File: config.mk
export PLATFORM = sky130hd
export DESIGN_NAME = twiddle_gen
export DESIGN_NICKNAME = d
export VERILOG_FILES = /design/src/rtl/fft_pkg.sv /design/src/rtl/twiddle_qrom.sv /design/src/rtl/twiddle_gen.sv
export SDC_FILE = /design/constraint.sdc
export NUM_CORES = 1
export LEC_CHECK = 0
export ABC_CLOCK_PERIOD_IN_PS = 3400
export BUFFER_PORTS_ARGS = -buffer_cell sky130_fd_sc_hd__buf_2
export CAP_MARGIN = 20
export CELL_PAD_IN_SITES_DETAIL_PLACEMENT = 1
export CELL_PAD_IN_SITES_GLOBAL_PLACEMENT = 1
export CORE_UTILIZATION = 40
export DETAILED_ROUTE_END_ITERATION = 12
export GPL_TIMING_DRIVEN = 1
export PLACE_DENSITY_LB_ADDON = 0.1
export SLEW_MARGIN = 20
export SYNTH_ARGS = -nofsm -noshare
export SYNTH_HDL_FRONTEND = slang
export SYNTH_HIERARCHICAL = 1
export SYNTH_SLANG_ARGS = --single-unit
File: constraint.sdc
create_clock -name clk -period 3.4 [get_ports clk]
set_clock_uncertainty 0.1 [all_clocks]
set_input_delay 0.17 -clock clk [delete_from_list [all_inputs] [get_ports clk]]
set_output_delay 0.17 -clock clk [all_outputs]
set_load 0.01 [all_outputs]
File: src/rtl/fft_pkg.sv
// Shared FFT definitions: constant log2, coefficient scaling
// and quadrant encoding used by the twiddle generator.
package fft_pkg;

  function automatic int clog2(input int v);
    int r;
    r = 0;
    for (int i = 0; i < 32; i++) begin
      if ((1 << r) < v) r++;
    end
    return r;
  endfunction

  localparam int COEF_W_DEF = 9;
  localparam int COEF_ONE   = 1 << (COEF_W_DEF - 2);

  localparam logic [1:0] Q0 = 2'd0;
  localparam logic [1:0] Q1 = 2'd1;
  localparam logic [1:0] Q2 = 2'd2;
  localparam logic [1:0] Q3 = 2'd3;

endpackage

File: src/rtl/twiddle_qrom.sv
// Quarter-wave cosine ROM: addr m -> round(2^(COEF_W-2)*cos(2*pi*m/N)).
// Tables are script-generated per (N_POINTS, COEF_W) pair.
module twiddle_qrom
  import fft_pkg::*;
#(
  parameter int N_POINTS = 32,
  parameter int COEF_W   = 9,
  localparam int AW      = clog2(N_POINTS) - 1
) (
  input  logic        [AW-1:0]     addr,
  output logic signed [COEF_W-1:0] cos_o
);

  generate
    if (N_POINTS == 32 && COEF_W == 9) begin : g_n32_w9
      always_comb begin
        cos_o = '0;
        case (addr)
          4'd0:    cos_o = 9'(COEF_ONE);
          4'd1:    cos_o = 9'sd126;
          4'd2:    cos_o = 9'sd118;
          4'd3:    cos_o = 9'sd106;
          4'd4:    cos_o = 9'sd91;
          4'd5:    cos_o = 9'sd71;
          4'd6:    cos_o = 9'sd49;
          4'd7:    cos_o = 9'sd25;
          default: cos_o = 9'sd0;
        endcase
      end
    end else if (N_POINTS == 8 && COEF_W == 9) begin : g_n8_w9
      always_comb begin
        cos_o = '0;
        case (addr)
          2'd0:    cos_o = 9'(COEF_ONE);
          2'd1:    cos_o = 9'sd91;
          default: cos_o = 9'sd0;
        endcase
      end
    end else begin : g_bad
      $fatal(1, "twiddle_qrom: no table for this N_POINTS/COEF_W");
    end
  endgenerate

endmodule

File: src/rtl/twiddle_gen.sv
// Per-stage twiddle generator for a radix-2 DIF MDC FFT.
// Counter -> exponent/quadrant fold -> quarter-wave ROM, 2-cycle latency.
module twiddle_gen
  import fft_pkg::*;
#(
  parameter int N_POINTS = 32,
  parameter int COEF_W   = 9,
  parameter int STAGE    = 0
) (
  input  logic                     clk,
  input  logic                     rst,
  input  logic                     sync,
  input  logic                     in_valid,
  output logic signed [COEF_W-1:0] w_r,
  output logic signed [COEF_W-1:0] w_i,
  output logic                     out_valid
);

  localparam int LG   = clog2(N_POINTS);
  localparam int CW   = LG - 1;
  localparam int MW   = LG - 2;
  localparam int SPAN = N_POINTS >> (STAGE + 1);
  localparam logic [CW-1:0] KMASK = CW'(SPAN - 1);
  localparam logic [CW-1:0] QTR   = CW'(N_POINTS / 4);

  logic [CW-1:0] cnt_q, cnt_d;
  logic [CW-1:0] k, e;
  logic [MW-1:0] m_q, m_d;
  logic [1:0]    q_q, q_d;
  logic          v1_q, v1_d;
  logic          v2_q, v2_d;
  logic signed [COEF_W-1:0] wr_q, wr_d;
  logic signed [COEF_W-1:0] wi_q, wi_d;

  logic [CW-1:0] c_addr, s_addr;
  logic signed [COEF_W-1:0] c_val, s_val;

  always_comb begin
    k     = sync ? '0 : cnt_q;
    cnt_d = in_valid ? k + CW'(1) : k;
    // Last stage has SPAN=1, so the mask forces e=0.
    e     = (k & KMASK) << STAGE;
    q_d   = 2'(e >> MW);
    m_d   = e[MW-1:0];
    v1_d  = in_valid;
  end

  assign c_addr = {1'b0, m_q};
  assign s_addr = QTR - c_addr;

  twiddle_qrom #(
    .N_POINTS(N_POINTS),
    .COEF_W  (COEF_W)
  ) u_rom_c (
    .addr (c_addr),
    .cos_o(c_val)
  );

  twiddle_qrom #(
    .N_POINTS(N_POINTS),
    .COEF_W  (COEF_W)
  ) u_rom_s (
    .addr (s_addr),
    .cos_o(s_val)
  );

  always_comb begin
    wr_d = wr_q;
    wi_d = wi_q;
    v2_d = v1_q;
    if (v1_q) begin
      unique case (1'b1)
        (q_q == Q0): begin wr_d = c_val;  wi_d = -s_val; end
        (q_q == Q1): begin wr_d = -s_val; wi_d = -c_val; end
        (q_q == Q2): begin wr_d = -c_val; wi_d = s_val;  end
        (q_q == Q3): begin wr_d = s_val;  wi_d = c_val;  end
      endcase
    end
  end

  always_ff @(posedge clk) begin
    if (rst) begin
      cnt_q <= '0;
      m_q   <= '0;
      q_q   <= Q0;
      v1_q  <= 1'b0;
      v2_q  <= 1'b0;
      wr_q  <= '0;
      wi_q  <= '0;
    end else begin
      cnt_q <= cnt_d;
      m_q   <= m_d;
      q_q   <= q_d;
      v1_q  <= v1_d;
      v2_q  <= v2_d;
      wr_q  <= wr_d;
      wi_q  <= wi_d;
    end
  end

  assign w_r       = wr_q;
  assign w_i       = wi_q;
  assign out_valid = v2_q;

endmodule
==> qor.csv <==
metric,value,unit
crit_type,reg -> reg,
dp_cells,290,
design_area,2060,sq um
clk_pin_slew,110,ps
worst_setup_path_end_kind,flip-flop,
dieArea,4880,sq um
final_cell_mix,"29 x nor2_1, 28 x dfxtp_1, 22 x buf_2",
synth_top_cell_by_area,dfxtp_1,
period_minus_slack,2930,ps
rows,24,
nets,259,
drv_slew,0,
setup_viol,0,
slew_headroom,0.552,
power_density,360,nW/um^2
place_area,1990,sq um
die-width,69.9,um
cts_setup_buffers,0,
synth_cell_types,45,
viasPerCell,5.29,
arrival,2990,ps
ys_top_cells_by_area,"dfxtp_1 30%, ha_1 8.2%, nor2_1 5.9%",
ys_seq_area_frac,0.304,
rsz0062_at_grt,no,
dpl.hpwl,3.45,mm
final_layout_size_suffix_gt1_frac,0.190,
hold_viol,0,
p_total,0.742,mW
numCtsBuffers,3,
clock.fmax,341,MHz
yosysWarnings,6,
hold_buffers,0,
cts_resized,0,
die_y,69.9,um
final_cells,294,
cpPeakStageDelay,510,ps
drc,0,
finalCritPeriodShare,0.863,
ys_seq_elements,28,
fillers,552,
status,completed,
grt_overflow_total,0,
area_delta_synth_final,11.9,%
yosysTopAreaCellShare,0.304,
crit_chain,inv_1 > ha_1 > inv_1 > ha_1 > mux2i_1 > nor2_1 > or4_4 > or3_1 > a21oi_1 > nor4_1,
clk_latency,280,ps
cts.path.max_buffers,2,
synth_edf_count,0,
cts_tree,built,
grt_usage,0.191,
synth.cell_area,1840,sq um
cp_data_required_time,3450,ps
grt_pass1_vias,1562,
finalSetupTns,0,ps
cap_violations,0,
core-area,4380,sq um
grt_max_degree,29,
slowest_stage,or4_4,
grt_pass1_wl,7.48,mm
tightest_slew,671,ps
io_buffer_count,22,
route.vias.total,1554,
irDropWorstVdd,0.000152,V
drtAntennaViolNets,0,
drt_wl_total,4.39,mm
io_pins,23,
start_kind,flip-flop,
root_buffer,clkbuf_8,
timing.hold.ws,19.0,ps
hp-class,in -> reg,
p_leak,0.834,nW
start_util,0.420,
drtIter0Drc,46,
synth_flop_cell,dfxtp_1,
postSynthAreaPerCell,8.37,sq um
htree_levels,1,
layout_commonest_cell,nor2_1,
grt_antenna_before_repair,0,
gp_congestion,0.810,
wl_per_cell,14.9,um
synthCells,220,
cts.sinks,28,
num_antenna_cells,0,
async_reset_ff_frac,0,
drt_first_pass_iters,4,
crit_fanout,5,
-- registers in the layout, summed over array words and instances, names as in the netlist --
register and cells:
cnt_q 4, m_q 3, w_i 9, q_q 1, w_r 9, v1_q 1, out_valid 1
-- worst paths after layout --
check / start / endpoint / slack, ps / cells past startpoint
setup / recovery: m_q[1] / w_i[7] / 470 / 10
hold / removal: sync / q_q[0] / 20 / 2
hold reg to reg: w_r[3] / w_r[3] / 390 / 2
setup reg to reg: m_q[1] / w_i[7] / 470 / 10
-- critical path, delay by kind of cell (launching register included) --
family                     cells  cell delay (ps)
and+or+nand+nor                4             1080
adders and majority gates      2              650
DFF                            1              430
AOI/OAI and AO/OA              1              190
buffers and inverters          2              180
muxes                          1              180
-- cell usage after synthesis, types with 3 or more instances --
library cell / n
a211oi_2: 4
mux2i_1: 8
inv_1: 15
or3_1: 4
ha_1: 12
nor3_1: 6
o21ai_0: 8
nor3b_1: 6
a21oi_1: 11
dfxtp_1: 28
nor2b_1: 9
clkbuf_1: 8
nor2_1: 29
xor2_1: 4
a211oi_1: 7
a21oi_2: 4
nand2_1: 4
buf_4: 4
conb_1: 3
xnor2_1: 7
nand2b_1: 7
-- where the power goes --
part           total, mW  internal (mW)  switching [mW]
Sequential         0.355          0.344          0.0109
Clock              0.271          0.158           0.113
Combinational      0.116         0.0486          0.0676
Total              0.742          0.550           0.192
-- per-stage QoR --
| stage | utilization | setup slack, ps |
|---|---|---|
| floorplan | - | 429 |
| global placement | 0.454 | 591 |
| detailed placement | 0.454 | 460 |
| CTS | 0.470 | 435 |
| global route | 0.470 | 202 |
| finish | 0.470 | 467 |
-- layout make-up --
type	count	area, sq um	area share
Clock buffer	3	41.3	0.0200
Clock inverter	1	30.0	0.0146
Inverter	15	56.3	0.0273
Multi-Input combinational cell	168	1160	0.563
Sequential cell	28	561	0.272
Tap cell	52	65.1	0.0316
Timing Repair Buffer	27	148	0.0716
-- metal layers --
metal,routed length [um],GRT usage
met2,2260,0.361
met1,1980,0.220
met4,60,0.0622
met5,0,0
met3,79,0.0216
-- kinds of logic (layout without fill, tap and decap cells) --
| kind of cell | Yosys count | after routing | synth area share |
|---|---|---|---|
| muxes | 8 | 8 | 0.0435 |
| buffers and inverters | 30 | 46 | 0.0781 |
| AOI/OAI and AO/OA | 47 | 47 | 0.184 |
| other | 3 | 9 | 0.00611 |
| DFF | 28 | 28 | 0.304 |
| and+or+nand+nor | 81 | 81 | 0.250 |
| xor gates and xnor gates | 11 | 11 | 0.0523 |
| adders and majority gates | 12 | 12 | 0.0815 |
Power figures use the tool's default switching activity.
